$ cat src/rtl/sid_seq_pkg.sv
// Shared opcodes, field slices and FSM state encoding for the SID bus sequencer.
package sid_seq_pkg;

  localparam int OP_MSB = 7;
  localparam int OP_LSB = 5;
  localparam int ADDR_W = 5;

  localparam logic [2:0] OP_WRITE = 3'b000;
  localparam logic [2:0] OP_WAIT  = 3'b001;
  localparam logic [2:0] OP_READ  = 3'b010;
  localparam logic [2:0] OP_SYNC  = 3'b011;

  typedef enum logic [3:0] {
    ST_FETCH = 4'd0,
    ST_DATA  = 4'd1,
    ST_WLO   = 4'd2,
    ST_WHI   = 4'd3,
    ST_WRITE = 4'd4,
    ST_WAIT  = 4'd5,
    ST_SYNC  = 4'd6,
    ST_READ  = 4'd7,
    ST_RESP  = 4'd8
  } state_t;

endpackage

$ cat src/rtl/sid_tick_counter.sv
// Loadable down-counter of clkEn ticks for WAIT commands; load wins over decrement.
module sid_tick_counter #(
  parameter int WAIT_W = 16
) (
  input  logic              clk,
  input  logic              rst,
  input  logic              load,
  input  logic [WAIT_W-1:0] load_val,
  input  logic              dec,
  output logic              zero,
  output logic              last
);

  localparam logic [WAIT_W-1:0] CNT_ZERO = {WAIT_W{1'b0}};
  localparam logic [WAIT_W-1:0] CNT_ONE  = WAIT_W'(1'b1);

  logic [WAIT_W-1:0] cnt_r;

  // Tick counter register; saturates at zero so a stray decrement cannot wrap.
  always_ff @(posedge clk) begin
    if (rst) begin
      cnt_r <= CNT_ZERO;
    end else if (load) begin
      cnt_r <= load_val;
    end else if (dec && (cnt_r != CNT_ZERO)) begin
      cnt_r <= cnt_r - CNT_ONE;
    end else begin
      cnt_r <= cnt_r;
    end
  end

  assign zero = (cnt_r == CNT_ZERO);
  assign last = (cnt_r == CNT_ONE);

endmodule

$ cat src/rtl/sid_bus_sequencer.sv
// Byte-stream command decoder issuing timed SID register writes, waits and reads.
// Define SID_SEQ_READBACK_EN to enable READ responses; otherwise READ is a 1-byte NOP.
module sid_bus_sequencer
  import sid_seq_pkg::*;
#(
  parameter int WR_ON_CLKEN = 1,
  parameter int WAIT_W      = 16
) (
  input  logic        clk,
  input  logic        rst,
  input  logic        clkEn,
  input  logic [7:0]  iCmd,
  input  logic        iCmdValid,
  output logic        oCmdReady,
  output logic        oWE,
  output logic [4:0]  oAddr,
  output logic [7:0]  oDataW,
  input  logic [7:0]  iDataR,
  output logic [7:0]  oRdData,
  output logic        oRdValid,
  input  logic        iRdReady,
  output logic        oBusy,
  output logic        oErr
);

  state_t              state_r;
  state_t              state_nxt_s;
  logic [ADDR_W-1:0]   addr_r;
  logic [ADDR_W-1:0]   wr_addr_r;
  logic [7:0]          lo_r;
  logic [7:0]          wr_data_r;
  logic                err_r;
  logic                accept_s;
  logic [2:0]          op_s;
  logic                wr_fire_s;
  logic [15:0]         wait_raw_s;
  logic [WAIT_W-1:0]   wait_val_s;
  logic                wait_zero_s;
  logic                cnt_load_s;
  logic                cnt_dec_s;
  logic                cnt_zero_s;
  logic                cnt_last_s;

  assign oCmdReady = (state_r == ST_FETCH) || (state_r == ST_DATA) ||
                     (state_r == ST_WLO)   || (state_r == ST_WHI);
  assign oBusy     = (state_r != ST_FETCH);
  assign accept_s  = iCmdValid && oCmdReady;
  assign op_s      = iCmd[OP_MSB:OP_LSB];
  // The write strobe must line up with the clkEn that sid samples, so it is not registered.
  assign wr_fire_s = (state_r == ST_WRITE) && ((WR_ON_CLKEN == 0) || clkEn);
  assign oWE       = wr_fire_s;
  assign oAddr     = wr_addr_r;
  assign oDataW    = wr_data_r;
  assign oErr      = err_r;

  assign wait_raw_s = {iCmd, lo_r};
  generate
    if (WAIT_W > 16) begin : g_wait_ext
      assign wait_val_s = {{(WAIT_W-16){1'b0}}, wait_raw_s};
    end else begin : g_wait_trunc
      assign wait_val_s = wait_raw_s[WAIT_W-1:0];
    end
  endgenerate
  assign wait_zero_s = (wait_val_s == {WAIT_W{1'b0}});
  assign cnt_load_s  = (state_r == ST_WHI) && accept_s;
  assign cnt_dec_s   = (state_r == ST_WAIT) && clkEn;

  sid_tick_counter #(
    .WAIT_W (WAIT_W)
  ) u_tick (
    .clk      (clk),
    .rst      (rst),
    .load     (cnt_load_s),
    .load_val (wait_val_s),
    .dec      (cnt_dec_s),
    .zero     (cnt_zero_s),
    .last     (cnt_last_s)
  );

  // Next-state decode of the command FSM.
  always_comb begin
    state_nxt_s = state_r;
    case (state_r)
      ST_FETCH: begin
        if (accept_s) begin
          case (op_s)
            OP_WRITE: state_nxt_s = ST_DATA;
            OP_WAIT:  state_nxt_s = ST_WLO;
            OP_READ: begin
`ifdef SID_SEQ_READBACK_EN
              state_nxt_s = ST_READ;
`else
              state_nxt_s = ST_FETCH;
`endif
            end
            OP_SYNC:  state_nxt_s = ST_SYNC;
            default:  state_nxt_s = ST_FETCH;
          endcase
        end else begin
          state_nxt_s = ST_FETCH;
        end
      end
      ST_DATA: begin
        if (accept_s) state_nxt_s = ST_WRITE;
        else          state_nxt_s = ST_DATA;
      end
      ST_WLO: begin
        if (accept_s) state_nxt_s = ST_WHI;
        else          state_nxt_s = ST_WLO;
      end
      ST_WHI: begin
        if (accept_s && wait_zero_s) state_nxt_s = ST_FETCH;
        else if (accept_s)           state_nxt_s = ST_WAIT;
        else                         state_nxt_s = ST_WHI;
      end
      ST_WRITE: begin
        if (wr_fire_s) state_nxt_s = ST_FETCH;
        else           state_nxt_s = ST_WRITE;
      end
      ST_WAIT: begin
        if (cnt_zero_s || (clkEn && cnt_last_s)) state_nxt_s = ST_FETCH;
        else                                     state_nxt_s = ST_WAIT;
      end
      ST_SYNC: begin
        if (clkEn) state_nxt_s = ST_FETCH;
        else       state_nxt_s = ST_SYNC;
      end
`ifdef SID_SEQ_READBACK_EN
      ST_READ: state_nxt_s = ST_RESP;
      ST_RESP: begin
        if (iRdReady) state_nxt_s = ST_FETCH;
        else          state_nxt_s = ST_RESP;
      end
`else
      ST_READ: state_nxt_s = ST_FETCH;
      ST_RESP: state_nxt_s = ST_FETCH;
`endif
      default: state_nxt_s = ST_FETCH;
    endcase
  end

  // FSM state, frame fields and the bus-side output registers.
  always_ff @(posedge clk) begin
    if (rst) begin
      state_r   <= ST_FETCH;
      addr_r    <= {ADDR_W{1'b0}};
      lo_r      <= 8'h00;
      wr_addr_r <= {ADDR_W{1'b0}};
      wr_data_r <= 8'h00;
      err_r     <= 1'b0;
    end else begin
      state_r <= state_nxt_s;
      if ((state_r == ST_FETCH) && accept_s) begin
        addr_r <= iCmd[ADDR_W-1:0];
      end
      if ((state_r == ST_FETCH) && accept_s && op_s[2]) begin
        err_r <= 1'b1;
      end
      if ((state_r == ST_WLO) && accept_s) begin
        lo_r <= iCmd;
      end
      // Address and data are presented before WRITE so oWE never sees stale values.
      if ((state_r == ST_DATA) && accept_s) begin
        wr_addr_r <= addr_r;
        wr_data_r <= iCmd;
      end
`ifdef SID_SEQ_READBACK_EN
      else if ((state_r == ST_FETCH) && accept_s && (op_s == OP_READ)) begin
        wr_addr_r <= iCmd[ADDR_W-1:0];
      end
`endif
    end
  end

`ifdef SID_SEQ_READBACK_EN
  logic [7:0] rd_data_r;
  logic       rd_valid_r;

  // Read response: capture iDataR at the end of READ and hold it until consumed.
  always_ff @(posedge clk) begin
    if (rst) begin
      rd_data_r  <= 8'h00;
      rd_valid_r <= 1'b0;
    end else if (state_r == ST_READ) begin
      rd_data_r  <= iDataR;
      rd_valid_r <= 1'b1;
    end else if ((state_r == ST_RESP) && iRdReady) begin
      rd_valid_r <= 1'b0;
    end else begin
      rd_valid_r <= rd_valid_r;
    end
  end

  assign oRdData  = rd_data_r;
  assign oRdValid = rd_valid_r;
`else
  logic unused_s;
  assign unused_s = ^{iDataR, iRdReady};
  assign oRdData  = 8'h00;
  assign oRdValid = 1'b0;
`endif

endmodule

$ cat config.mk
export PLATFORM = sky130hd
export DESIGN_NAME = sid_bus_sequencer
export DESIGN_NICKNAME = d
export VERILOG_FILES = /design/src/rtl/sid_seq_pkg.sv /design/src/rtl/sid_tick_counter.sv /design/src/rtl/sid_bus_sequencer.sv
export SDC_FILE = /design/constraint.sdc
export NUM_CORES = 1
export LEC_CHECK = 0
export ABC_AREA = 1
export BUFFER_PORTS_ARGS = -buffer_cell sky130_fd_sc_hd__clkbuf_2
export CAP_MARGIN = 10
export CELL_PAD_IN_SITES_DETAIL_PLACEMENT = 0
export CELL_PAD_IN_SITES_GLOBAL_PLACEMENT = 1
export CORE_MARGIN = 2
export CORE_UTILIZATION = 35
export CTS_CLUSTER_DIAMETER = 150
export DETAILED_ROUTE_END_ITERATION = 8
export PLACE_DENSITY = 0.69
export SYNTH_ARGS = -nofsm -noshare
export SYNTH_HDL_FRONTEND = slang
export SYNTH_SLANG_ARGS = --single-unit
$ cat constraint.sdc
create_clock -name clk -period 1.7 [get_ports clk]
set_clock_uncertainty 0.1 [all_clocks]
set_input_delay 0.255 -clock clk [delete_from_list [all_inputs] [get_ports clk]]
set_output_delay 0.255 -clock clk [all_outputs]
set_load 0.02 [all_outputs]
==> results_dict.tcl <==
set metrics [dict create \
    switching_share 0.291 \
    grt_overflow 0 \
    hold_path_end "oDataW[5]" \
    viasPerCell 4.62 \
    dp.cells 530 \
    htree_levels 2 \
    num_rows 30 \
    synthTopCellsByArea "dfxtp_1 37%, nand2_1 13%, nor2_1 10%" \
    area_growth_syn_to_layout_pct 20.7 \
    grt_pass1_vias 2223 \
    fin_util 0.441 \
    crit_arrival_ps 1700 \
    cap_violations 0 \
    drive_above_1_share 0.201 \
    synth_top_area_frac 0.367 \
    comb_power_share 0.122 \
    drt_iter0_drc 85 \
    r2r-start "u_tick.cnt_r[1]" \
    hold_path_depth 3 \
    cts_setup_buffers 0 \
    dp_hpwl_mm 5.03 \
    ys_async_sr_fraction 0 \
    final_cells 538 \
    cts_sinks 46 \
    wl_per_cell_microns 11.8 \
    antenna_cells 0 \
    die_w_microns 88.7 \
    syn_avg_cell_area_sq_um 6.46 \
    grt_setup_unrepaired "yes" \
    cts_made_buffers 5 \
    syn_inst 389 \
    yosysUniqueCellTypes 31 \
    seqPwrFrac 0.535 \
    design_area_sq_um 3030 \
    period_share 0.946 \
    ir_drop_mv 0.465 \
    cpMostUsedCell "nand2_2" \
    status "finished, final reports clean" \
    synthFlopType "dfxtp_1" \
    setup_viol 0 \
    min_period_ps 1610 \
    dieArea_sq_um 7870 \
    fp.coreArea_sq_um 6870 \
    root_buffer "clkbuf_8" \
    crit_path_top_delay_cell "dfxtp_1" \
    routed-via-count 2486 \
    nNetsFinal 465 \
    yosys_warnings 0 \
    synth_largest_area_cell "dfxtp_1" \
    reg2reg_slack_ps 90 \
    port_buffers 28 \
    grt_pass1_wl_mm 10.6 \
    place_congestion 0.838 \
    hp-start "iCmd[5]" \
    max_clock_freq_mhz 622 \
    hold_viol 0 \
    initial_core_util 0.366 \
    antenna_found_initial 0 \
    ys_seq_elements 46 \
    ff2ff_path_depth 10 \
    grt_max_degree 22 \
    grtUsageTotal 0.174 \
    hp-class "primary input to flop" \
    cts_tree "built" \
    maxSlewViolCount 0 \
    route.detailed.drc 0 \
    r2r-end "u_tick.cnt_r[6]" \
    clockBufferDepth 2 \
    syn_area_sq_um 2510 \
    yosysMostFrequentCell "nand2_1" \
    worstSetupStartpoint "u_tick.cnt_r[1]" \
    crit_chain "inv_1 > ha_1 > nand2_1 > nor2_2 > nand2_2 > nand2_2 > buf_12 > buf_4 > nor2_1 > nor3_2" \
    dr.pass1.iters 6 \
    cp_slowest_stage_delay_ps 360 \
    p_switching_uw 616 \
    synth-edff-count 0 \
    power.density_nw_per_um2 699 \
    die_h_microns 88.7 \
    crit_fanout 18 \
    io_pins 47 \
    clkPwrFrac 0.343 \
    path_clk_slew_ps 100 \
    fin_tns_setup_ps 0 \
    placed_cell_area_sq_um 2920 \
    p_int_mw 1.50 \
    critical_path_class "flop to flop" \
    finalPower_mw 2.12 \
    start_kind "flop" \
    clock_latency_ps 300 \
    postRouteAntennaNets 0 \
    wl_mm 6.36 \
    end_kind "flop" \
    synth_common_cells "88 x nand2_1, 69 x nor2_1, 46 x dfxtp_1, 39 x inv_1, 33 x o21ai_0" \
    seq_area_frac_synth 0.367 \
    p_leak_nw 1.54 \
    cp.required_ps 1790 \
]
## worst max path at each step
| stage | to | slack (ps) | depth (start not counted) |
|---|---|---|---|
| 5_1_grt | u_tick.cnt_r[15] | -7 | 11 |
| 3_5_place_dp | u_tick.cnt_r[1] | 50 | 9 |
| 6_report | u_tick.cnt_r[6] | 90 | 10 |
| 4_1_cts | u_tick.cnt_r[12] | 20 | 9 |
| 2_1_floorplan | u_tick.cnt_r[7] | 250 | 12 |
| 3_3_place_gp | u_tick.cnt_r[12] | 60 | 9 |
## power groups by stage
stage	sequential [mW]	clock (mW)	combinational (mW)
3_5_place_dp	1.16	0	0.260
4_1_cts	1.14	0.752	0.261
2_1_floorplan	1.17	0	0.172
3_3_place_gp	1.16	0	0.260
5_1_grt	1.14	0.800	0.298
6_report	1.13	0.726	0.259
## area by class of cell
class | count | area [sq um]
Fill cell | 749 | 3840
Clock buffer | 5 | 68.8
Multi-Input combinational cell | 286 | 1340
Timing Repair Buffer | 57 | 383
Sequential cell | 46 | 921
Tap cell | 96 | 120
Inverter | 45 | 171
Clock inverter | 3 | 26.3
## sequential cells by signal, indices dropped and copies added (netlist names)
name / cells
state_r: 3
lo_r: 8
oDataW: 8
oErr: 1
addr_r: 5
oAddr: 5
u_tick.cnt_r: 16
## critical path: cells and delay by family, from the launching register on
| kind | cells | cell delay (ps) |
|---|---|---|
| DFF | 1 | 360 |
| adders and majority gates | 1 | 180 |
| buffers and inverters | 3 | 380 |
| and+or+nand+nor | 6 | 480 |
## metrics by stage
stage	hold WS [ps]	setup WS (ps)
floorplan	304	248
global placement	353	59.5
detailed placement	364	45.1
CTS	145	22.2
global route	166	-6.71
finish	147	92.0
## repair_timing
item,4_1_cts,5_1_grt
resized for setup,0,5
hold buffers,0,0
setup endpoints to repair,0,15
endpoints found under the hold margin,0,0
## cells in the final DEF, fill, tap and decap left out
cell type,Yosys,layout
nand4_1,1,1
nand2_1,88,88
ha_1,3,3
a21oi_1,25,25
o21ai_0,33,33
a31oi_1,1,1
buf_12,0,2
dfxtp_1,46,46
nand3_1,30,30
o21bai_1,1,1
xnor2_1,1,1
o31ai_1,1,1
clkbuf_8,0,5
nor2_2,5,6
clkbuf_2,0,28
nand2_4,1,1
nor3_1,3,3
buf_4,10,27
conb_1,1,9
inv_2,4,4
nand2_2,4,4
inv_4,1,1
nor3_2,4,4
clkinv_1,1,1
a221oi_1,1,1
nor2_4,2,4
xor2_1,2,2
nor2_1,69,66
o21a_1,1,1
nand3b_1,1,1
inv_6,0,3
inv_1,39,39
## routing by layer
layer / track usage / up-vias / share of wire
met5: 0 / - / 0
met4: 0.0399 / 0 / 0.010
met3: 0.0317 / 8 / 0.042
met2: 0.282 / 53 / 0.47
met1: 0.240 / 1103 / 0.47
li1: - / 1322 / -
## cells by family (layout without fill, tap and decap cells)
family | Yosys count | in the layout | share of synthesized area
buf+inv | 65 | 110 | 0.119
compound gates | 63 | 63 | 0.130
xor+xnor | 3 | 3 | 0.0105
other cells | 1 | 9 | 0.00149
simple gates | 208 | 208 | 0.358
fa+ha+maj | 3 | 3 | 0.0149
flops | 46 | 46 | 0.367
Note: power is estimated with default switching activity, not from simulation.
